===== src/rtl/sdcram_arbiter_if.sv =====
// Requester and sdcram command/response signal bundle for sdcram_arbiter.
// slave: arbiter side; master: requesters plus sdcram model side.
interface sdcram_arbiter_if #(
    parameter int ADDR_W = 41
);
    logic              r0_req,   r1_req;
    logic [ADDR_W-1:0] r0_addr,  r1_addr;
    logic              r0_ren,   r1_ren;
    logic [3:0]        r0_wen,   r1_wen;
    logic [31:0]       r0_wdata, r1_wdata;
    logic              r0_done,  r1_done;
    logic [31:0]       r0_rdata, r1_rdata;
    logic [ADDR_W-1:0] o_sdcram_addr;
    logic              o_sdcram_ren;
    logic [3:0]        o_sdcram_wen;
    logic [31:0]       o_sdcram_wdata;
    logic [31:0]       i_sdcram_rdata;
    logic              i_sdcram_busy;
    logic              owner;

    modport slave (
        input  r0_req, r1_req, r0_addr, r1_addr, r0_ren, r1_ren,
        input  r0_wen, r1_wen, r0_wdata, r1_wdata,
        output r0_done, r1_done, r0_rdata, r1_rdata,
        output o_sdcram_addr, o_sdcram_ren, o_sdcram_wen, o_sdcram_wdata,
        input  i_sdcram_rdata, i_sdcram_busy,
        output owner
    );

    modport master (
        output r0_req, r1_req, r0_addr, r1_addr, r0_ren, r1_ren,
        output r0_wen, r1_wen, r0_wdata, r1_wdata,
        input  r0_done, r1_done, r0_rdata, r1_rdata,
        input  o_sdcram_addr, o_sdcram_ren, o_sdcram_wen, o_sdcram_wdata,
        output i_sdcram_rdata, i_sdcram_busy,
        input  owner
    );
endinterface


===== src/rtl/sdcram_arbiter.sv =====
// Two-requester arbiter in front of a single sdcram command port.
// Define SDCRAM_ARB_RR_EN for round-robin; otherwise requester 0 has fixed priority.
module sdcram_arbiter #(
    parameter int ADDR_W     = 41,
    parameter int GAP_CYCLES = 1
) (
    input logic             CLK,
    input logic             RST,
    sdcram_arbiter_if.slave bus
);

    typedef enum logic [2:0] {
        IDLE  = 3'd0,
        ISSUE = 3'd1,
        GAP   = 3'd2,
        WAIT  = 3'd3,
        DONE  = 3'd4
    } state_t;

    state_t            state, state_nxt;
    logic [ADDR_W-1:0] cmd_addr;
    logic              cmd_ren;
    logic [3:0]        cmd_wen;
    logic [31:0]       cmd_wdata;
    logic              cmd_idx;
    logic [3:0]        gap_cnt;
    logic [31:0]       rdata0, rdata1;
    logic              win, grant, win_ren;
    logic [3:0]        win_wen;

`ifdef SDCRAM_ARB_RR_EN
    // prio names the requester preferred on the next simultaneous request
    logic prio;

    always_comb begin
        if (bus.r0_req && bus.r1_req) win = prio;
        else                          win = ~bus.r0_req;
    end

    always_ff @(posedge CLK or posedge RST) begin
        if (RST)        prio <= 1'b0;
        else if (grant) prio <= ~win;
    end
`else
    always_comb win = ~bus.r0_req;
`endif

    always_comb begin
        grant   = (state == IDLE) && (bus.r0_req || bus.r1_req) && !bus.i_sdcram_busy;
        win_ren = win ? bus.r1_ren : bus.r0_ren;
        win_wen = win ? bus.r1_wen : bus.r0_wen;
    end

    always_ff @(posedge CLK or posedge RST) begin
        if (RST) state <= IDLE;
        else     state <= state_nxt;
    end

    always_comb begin
        state_nxt          = state;
        bus.o_sdcram_ren   = 1'b0;
        bus.o_sdcram_wen   = '0;
        bus.o_sdcram_addr  = cmd_addr;
        bus.o_sdcram_wdata = cmd_wdata;
        bus.r0_done        = 1'b0;
        bus.r1_done        = 1'b0;
        bus.r0_rdata       = rdata0;
        bus.r1_rdata       = rdata1;
        bus.owner          = cmd_idx;
        case (state)
            IDLE: begin
                // an empty command skips the sdcram entirely
                if (grant) state_nxt = (win_ren || (win_wen != '0)) ? ISSUE : DONE;
            end
            ISSUE: begin
                bus.o_sdcram_ren = cmd_ren;
                bus.o_sdcram_wen = cmd_wen;
                state_nxt        = GAP;
            end
            GAP: begin
                if (gap_cnt == 4'(GAP_CYCLES - 1)) state_nxt = WAIT;
            end
            WAIT: begin
                if (!bus.i_sdcram_busy) state_nxt = DONE;
            end
            DONE: begin
                bus.r0_done = ~cmd_idx;
                bus.r1_done = cmd_idx;
                state_nxt   = IDLE;
            end
            default: state_nxt = IDLE;
        endcase
    end

    always_ff @(posedge CLK or posedge RST) begin
        if (RST) begin
            cmd_addr  <= '0;
            cmd_ren   <= 1'b0;
            cmd_wen   <= '0;
            cmd_wdata <= '0;
            cmd_idx   <= 1'b0;
            gap_cnt   <= '0;
            rdata0    <= '0;
            rdata1    <= '0;
        end else begin
            if (grant) begin
                cmd_addr  <= win ? bus.r1_addr  : bus.r0_addr;
                cmd_ren   <= win_ren;
                cmd_wen   <= win_wen;
                cmd_wdata <= win ? bus.r1_wdata : bus.r0_wdata;
                cmd_idx   <= win;
            end
            if (state == ISSUE)    gap_cnt <= '0;
            else if (state == GAP) gap_cnt <= gap_cnt + 4'd1;
            if ((state == WAIT) && !bus.i_sdcram_busy && cmd_ren) begin
                if (cmd_idx) rdata1 <= bus.i_sdcram_rdata;
                else         rdata0 <= bus.i_sdcram_rdata;
            end
        end
    end

endmodule


===== src/flat_wrapper.sv =====
// flat-port wrapper written by rule: the top's interface ports become plain ports
module sdcram_arbiter_flat 
#(
    parameter int ADDR_W     = 41,
    parameter int GAP_CYCLES = 1
)
  (CLK, RST, bus_r0_req, bus_r1_req, bus_r0_addr, bus_r1_addr, bus_r0_ren, bus_r1_ren, bus_r0_wen, bus_r1_wen, bus_r0_wdata, bus_r1_wdata, bus_r0_done, bus_r1_done, bus_r0_rdata, bus_r1_rdata, bus_o_sdcram_addr, bus_o_sdcram_ren, bus_o_sdcram_wen, bus_o_sdcram_wdata, bus_i_sdcram_rdata, bus_i_sdcram_busy, bus_owner);
  sdcram_arbiter_if #(.ADDR_W(ADDR_W)) bus_i ();
  input logic CLK;
  input logic RST;
  input wire logic [$bits(bus_i.r0_req)-1:0] bus_r0_req;
  input wire logic [$bits(bus_i.r1_req)-1:0] bus_r1_req;
  input wire logic [$bits(bus_i.r0_addr)-1:0] bus_r0_addr;
  input wire logic [$bits(bus_i.r1_addr)-1:0] bus_r1_addr;
  input wire logic [$bits(bus_i.r0_ren)-1:0] bus_r0_ren;
  input wire logic [$bits(bus_i.r1_ren)-1:0] bus_r1_ren;
  input wire logic [$bits(bus_i.r0_wen)-1:0] bus_r0_wen;
  input wire logic [$bits(bus_i.r1_wen)-1:0] bus_r1_wen;
  input wire logic [$bits(bus_i.r0_wdata)-1:0] bus_r0_wdata;
  input wire logic [$bits(bus_i.r1_wdata)-1:0] bus_r1_wdata;
  output wire logic [$bits(bus_i.r0_done)-1:0] bus_r0_done;
  output wire logic [$bits(bus_i.r1_done)-1:0] bus_r1_done;
  output wire logic [$bits(bus_i.r0_rdata)-1:0] bus_r0_rdata;
  output wire logic [$bits(bus_i.r1_rdata)-1:0] bus_r1_rdata;
  output wire logic [$bits(bus_i.o_sdcram_addr)-1:0] bus_o_sdcram_addr;
  output wire logic [$bits(bus_i.o_sdcram_ren)-1:0] bus_o_sdcram_ren;
  output wire logic [$bits(bus_i.o_sdcram_wen)-1:0] bus_o_sdcram_wen;
  output wire logic [$bits(bus_i.o_sdcram_wdata)-1:0] bus_o_sdcram_wdata;
  input wire logic [$bits(bus_i.i_sdcram_rdata)-1:0] bus_i_sdcram_rdata;
  input wire logic [$bits(bus_i.i_sdcram_busy)-1:0] bus_i_sdcram_busy;
  output wire logic [$bits(bus_i.owner)-1:0] bus_owner;
  assign bus_i.r0_req = bus_r0_req;
  assign bus_i.r1_req = bus_r1_req;
  assign bus_i.r0_addr = bus_r0_addr;
  assign bus_i.r1_addr = bus_r1_addr;
  assign bus_i.r0_ren = bus_r0_ren;
  assign bus_i.r1_ren = bus_r1_ren;
  assign bus_i.r0_wen = bus_r0_wen;
  assign bus_i.r1_wen = bus_r1_wen;
  assign bus_i.r0_wdata = bus_r0_wdata;
  assign bus_i.r1_wdata = bus_r1_wdata;
  assign bus_r0_done = bus_i.r0_done;
  assign bus_r1_done = bus_i.r1_done;
  assign bus_r0_rdata = bus_i.r0_rdata;
  assign bus_r1_rdata = bus_i.r1_rdata;
  assign bus_o_sdcram_addr = bus_i.o_sdcram_addr;
  assign bus_o_sdcram_ren = bus_i.o_sdcram_ren;
  assign bus_o_sdcram_wen = bus_i.o_sdcram_wen;
  assign bus_o_sdcram_wdata = bus_i.o_sdcram_wdata;
  assign bus_i.i_sdcram_rdata = bus_i_sdcram_rdata;
  assign bus_i.i_sdcram_busy = bus_i_sdcram_busy;
  assign bus_owner = bus_i.owner;
  sdcram_arbiter #(.ADDR_W(ADDR_W), .GAP_CYCLES(GAP_CYCLES)) u_core (.CLK(CLK), .RST(RST), .bus(bus_i));
endmodule

===== config.mk =====
export PLATFORM = sky130hd
export DESIGN_NAME = sdcram_arbiter_flat
export DESIGN_NICKNAME = d
export VERILOG_FILES = /design/src/rtl/sdcram_arbiter_if.sv /design/src/rtl/sdcram_arbiter.sv /design/src/flat_wrapper.sv
export SDC_FILE = /design/constraint.sdc
export NUM_CORES = 1
export LEC_CHECK = 0
export CAP_MARGIN = 20
export CORE_AREA = 2 2 131 133
export CTS_CLUSTER_DIAMETER = 100
export DETAILED_ROUTE_END_ITERATION = 7
export DIE_AREA = 0 0 133 135
export GPL_TIMING_DRIVEN = 0
export PLACE_DENSITY = 0.82
export SLEW_MARGIN = 15
export SYNTH_ARGS = -nofsm -noshare
export SYNTH_HDL_FRONTEND = slang
export SYNTH_SLANG_ARGS = --single-unit

===== constraint.sdc =====
create_clock -name CLK -period 10.05 [get_ports CLK]
set_input_delay 2.01 -clock CLK [delete_from_list [all_inputs] [get_ports CLK]]
set_output_delay 2.01 -clock CLK [all_outputs]
set_load 0.005 [all_outputs]

## Word-level counts from Yosys, hierarchy flattened

Cells that the tools add are included.

- Multiplexer cells: 15
- Eq/ne operators: 7
- $add $sub $neg: 1
- Reduce and logical (&&, ||, !) cells: 14
- Bitwise operators: 2

Operator list:

| kind | count |
|---|---|
| $mux W41 | 1 |
| $mux W32 | 1 |
| $mux W4 | 4 |
| $mux W3 | 4 |
| $pmux W3 S4 | 1 |
| $eq A3 B2 Y1 const B | 2 |
| $add A4 B1 Y4 const B | 1 |
| $logic_and A1 B1 Y1 | 4 |
| $logic_not A4 Y1 | 1 |
| $mux W1 | 4 |
| $ne A2 B1 Y1 const B | 2 |
| $reduce_and A2 Y1 | 2 |
| $reduce_bool A4 Y1 | 1 |
| $eq A3 B1 Y1 const B | 1 |
| $eq A3 B3 Y1 const B | 1 |
| $logic_not A3 Y1 | 1 |
| $reduce_and A3 Y1 | 1 |
| $logic_or A1 B1 Y1 | 2 |
| $ne A2 B2 Y1 const B | 1 |
| $not A1 Y1 | 2 |
| $reduce_bool A2 Y1 | 1 |
| $logic_not A1 Y1 | 1 |

- Output and inout bits: 145
- Register bits after elaboration: 150
- Bits of input ports: 193
- Word-level logic and storage cells: 48

## Logic depth before layout (Yosys ltp)

- Depth after elaboration: 6
- Mapped depth: 6
- Gate-level depth less buffers: 5

## Least setup slack after synthesis

No wires, ideal clock.

- Kind: input to register
- Start point: input port bus_r0_req
- End point: register u_core.cmd_addr[24] (netlist: u_core.bus.o_sdcram_addr[24])
- Setup time: 0.127 ns
- Required time: 9.923 ns
- Arrival time: 3.134 ns
- Slack: 6.788 ns
- Buffers on the path: 2
- Stages: 4
- Cell sequence: buf_2 clkbuf_1 mux2_2 mux2_1

- Word-level cells in the longest chain between the ends: 3
- Elaborated cells on any way between the ends: 4
- Those cells by class: mux: 1; reduce/logical: 3

RTL lines:

| item | RTL line | text |
|---|---|---|
| from (decl) | flat_wrapper.sv:11 | `input wire logic [$bits(bus_i.r0_req)-1:0] bus_r0_req;` |
| $logic_or A1 B1 Y1 | sdcram_arbiter.sv:49 | `grant = (state == IDLE) && (bus.r0_req \|\| bus.r1_req) && !bus.i_sdcram_busy;` |
| $logic_and A1 B1 Y1 (2 in series) | sdcram_arbiter.sv:49 |  |
| to (signal assigned) | sdcram_arbiter.sv:107 | `cmd_addr <= win ? bus.r1_addr : bus.r0_addr;` |
| to (decl) | sdcram_arbiter.sv:21 | `logic [ADDR_W-1:0] cmd_addr;` |

Parallel ways exist; a longest one is shown, timed or not.
A chain may end at the register's enable or synchronous reset.

## Final worst setup path

- Start point: register u_core.state[1]
- End point: output port bus_o_sdcram_wen[1]

- Word-level cells in the longest chain between the ends: 2

RTL lines:

| item | RTL line | text |
|---|---|---|
| from (decl) | sdcram_arbiter.sv:20 | `state_t state, state_nxt;` |
| from (signal assigned) | sdcram_arbiter.sv:56 | `else state <= state_nxt;` |
| $eq A3 B1 Y1 | sdcram_arbiter.sv:70 | `case (state)` |
| $mux W4 | sdcram_arbiter.sv:70 |  |
| to (decl) | flat_wrapper.sv:27 | `output wire logic [$bits(bus_i.o_sdcram_wen)-1:0] bus_o_sdcram_wen;` |

No other way between the ends.

==> results_dict.tcl <==
set metrics [dict create \
    pre_cts_ws_ns 5.87 \
    cp_max_fo 10 \
    fin_nets 1007 \
    ys_warn_count 0 \
    pwr-share-comb_pct 41.3 \
    p_switching_uw 811 \
    syn_nets 650 \
    antenna_left 0 \
    drc 0 \
    ys_ff_latch 150 \
    ys_async_sr_fraction_pct 100 \
    antenna_found_initial 0 \
    netlist_instances 455 \
    design.portCount 338 \
    worstMarginPinSlew_ns 0.702 \
    max_freq_mhz 233 \
    worstPathCellList "clkbuf_1 -> inv_1 -> and3_1 -> and2_1 -> clkdlybuf4s50_1" \
    clockBufferDepth 2 \
    cts-root-buf "clkbuf_16" \
    hold_viol 0 \
    critical-path-max-stage-delay_ns 0.50 \
    cts_tree "built" \
    coreArea_um2 16400 \
    clk_latency_ns 0.41 \
    fin_crit_sh_pct 42.7 \
    grt.overflow.total 0 \
    cp.required_ns 8.04 \
    drv_slew 0 \
    grt_util_all_layers_pct 21.7 \
    first_pass_iters 4 \
    initial_utilization_pct 41.3 \
    ctsHoldBuffers 0 \
    yosysTopAreaCellShare_pct 55.4 \
    h-tree-depth 4 \
    drive_gt1_share_pct 32.1 \
    worstPathArrival_ns 2.28 \
    n_antenna_cell 0 \
    dp_hpwl_um 15000 \
    setup_viol 0 \
    status "finished, final reports clean" \
    fin_ws_ns 5.76 \
    routed_wl_um 19200 \
    switching_share_pct 27.1 \
    cts_resized 0 \
    drt-initial-drc-count 98 \
    cts_buffers 17 \
    grt_pass1_vias 5618 \
    power_mw 3.00 \
    grt_start_max_net_pins 86 \
    netlist_top_cells_area "dfrtp_1, mux2_2, mux2_1" \
    p_per_area_nw_per_um2 270 \
    syn_avg_cell_area_um2 14.9 \
    worstSetupPathType "flop to output pin" \
    p_leak_nw 4.61 \
    cts.sinks 150 \
    routabilityCongestion 0.814 \
    synth_area_um2 6770 \
    maxCapViolations 0 \
    crit_path_start_kind "flop" \
    postCtsSetupRepairBufs 0 \
    hold_path.class "flop to flop" \
    synth_top_area_cell "dfrtp_1" \
    synth_edf_count 0 \
    grt_setup_unrepaired "false" \
    peakVddDrop_v 0.000174 \
    area_delta_synth_final_pct 63.9 \
    dieHeight_um 135 \
    routedWlPerCell_um 18.4 \
    grt_pass1_wl_um 30100 \
    rows 47 \
    internal-power_mw 2.19 \
    end_kind "output pin" \
    vias 5082 \
    synth.yosys.seq_area_share_pct 55.4 \
    post-route-min-period_ns 4.29 \
    whs_ns 0.493 \
    tns_ns 0 \
    synth_flop_cell "dfrtp_1" \
    die_area_um2 18000 \
    dieWidth_um 133 \
    slew-limit-headroom_pct 53.2 \
    p_clk_share_pct 22.9 \
    critPathSlowestCell "clkdlybuf4s50_1" \
    fin_skew_ns 0.00890 \
    via_per_inst 4.86 \
    post-route-util_pct 67.7 \
    port_buffers 337 \
    synth.distinct_cells 41 \
    clk_pin_slew_worst_paths_ns 0.06 \
    p_seq_share_pct 35.8 \
]
==> registers in the layout (all words and copies together), names as in the netlist <==
name	flops
u_core.bus.r0_rdata	32
u_core.bus.o_sdcram_addr	41
u_core.state	3
u_core.bus.r1_rdata	32
u_core.cmd_ren	1
u_core.bus.owner	1
u_core.gap_cnt	4
u_core.bus.o_sdcram_wdata	32
u_core.cmd_wen	4
==> per-stage QoR <==
stage	std cells	instance area, um^2
final	1045	11100
after global placement	1012	10400
after global routing	1045	11100
after CTS	1045	11100
after detailed placement	1013	10500
after floorplan	455	6770
==> area by class of cell <==
class / count / area (um^2)
plain buffers: 27 / 150
clock buffers: 19 / 453
clock inverters: 13 / 193
fillers: 1157 / 5310
inverters: 6 / 30.0
multi-input cells: 272 / 2840
flip-flops and latches: 150 / 3750
well taps: 220 / 275
repair buffers: 338 / 3400
==> worst max-delay path: cells and delay by family (launching register included) <==
kind	cells	cell delay (ns)
buffers and inverters	3	1.00
DFF	1	0.42
and+or+nand+nor	2	0.45
==> Yosys cell counts (3+ instances only) <==
| cell type | instances |
|---|---|
| a21oi_1 | 3 |
| and2_1 | 6 |
| and3_1 | 3 |
| buf_2 | 8 |
| buf_4 | 6 |
| clkbuf_1 | 9 |
| dfrtp_1 | 150 |
| inv_1 | 6 |
| mux2_1 | 9 |
| mux2_2 | 211 |
| nand2_1 | 3 |
| o21ai_0 | 6 |
==> power groups by stage <==
stage / combinational (mW) / sequential [mW] / clock, mW
global placement: 1.22 / 1.06 / 0
detailed placement: 1.25 / 1.08 / 0
finish: 1.24 / 1.07 / 0.687
global route: 1.32 / 1.11 / 0.733
floorplan: 0.443 / 1.08 / 0
CTS: 1.26 / 1.07 / 0.702
==> routing by layer <==
layer / track usage, % / part of all wire, % / vias to the layer above
met5: 0 / 0 / -
met4: 8.78 / 2.4 / 0
met3: 6.79 / 7.5 / 36
met2: 39.0 / 52 / 205
met1: 24.0 / 38 / 2475
li1: - / - / 2366
==> path summary, 6_finish.rpt <==
check	start	endpoint	slack, ns	cells past startpoint
min reg2reg	u_core.bus.o_sdcram_addr[25]$_DFFE_PP0P_	u_core.bus.o_sdcram_addr[25]$_DFFE_PP0P_	0.49	1
max	u_core.state[1]$_DFFE_PP0P_	bus_o_sdcram_wen[1]	5.76	5
min	u_core.bus.o_sdcram_addr[25]$_DFFE_PP0P_	u_core.bus.o_sdcram_addr[25]$_DFFE_PP0P_	0.49	1
min in group asynchronous	RST	u_core.bus.o_sdcram_wdata[22]$_DFFE_PP0P_	2.03	2
max in group asynchronous	RST	u_core.gap_cnt[0]$_DFFE_PP0P_	7.21	3
max reg2reg	u_core.state[2]$_DFFE_PP0P_	u_core.bus.o_sdcram_addr[27]$_DFFE_PP0P_	7.96	6
==> cell usage in the layout, fill, tap and decap left out, types with 2 or more instances in the layout <==
cell	Yosys	routed
nor3b_1	2	2
and3_1	3	3
clkinv_4	0	2
clkdlybuf4s50_1	0	337
nor3_1	2	2
ha_1	2	2
nand2_1	3	3
clkinvlp_4	0	2
inv_6	0	4
dfrtp_1	150	150
and2_1	6	6
inv_1	6	5
nor4b_1	2	2
bufinv_16	0	4
buf_2	8	8
clkbuf_16	0	17
clkbuf_1	9	9
mux2_2	211	211
buf_4	6	6
a21oi_1	3	3
clkbuf_8	0	2
buf_6	2	2
nor2_1	2	2
o21ai_0	6	6
mux2_1	9	9
==> cell families (layout without fill, tap and decap cells) <==
group                    after synthesis  count (layout)  share of synthesized area (%)
AND/OR/NAND/NOR                       29              29                           2.81
buffers and inverters                 33             403                           2.55
adder cells (fa/ha/maj)                2               2                          0.370
multiplexers                         221             221                           36.7
flip-flops                           150             150                           55.4
AO/OA/AOI/OAI                         20              20                           2.09
Power figures use the tool's default switching activity.
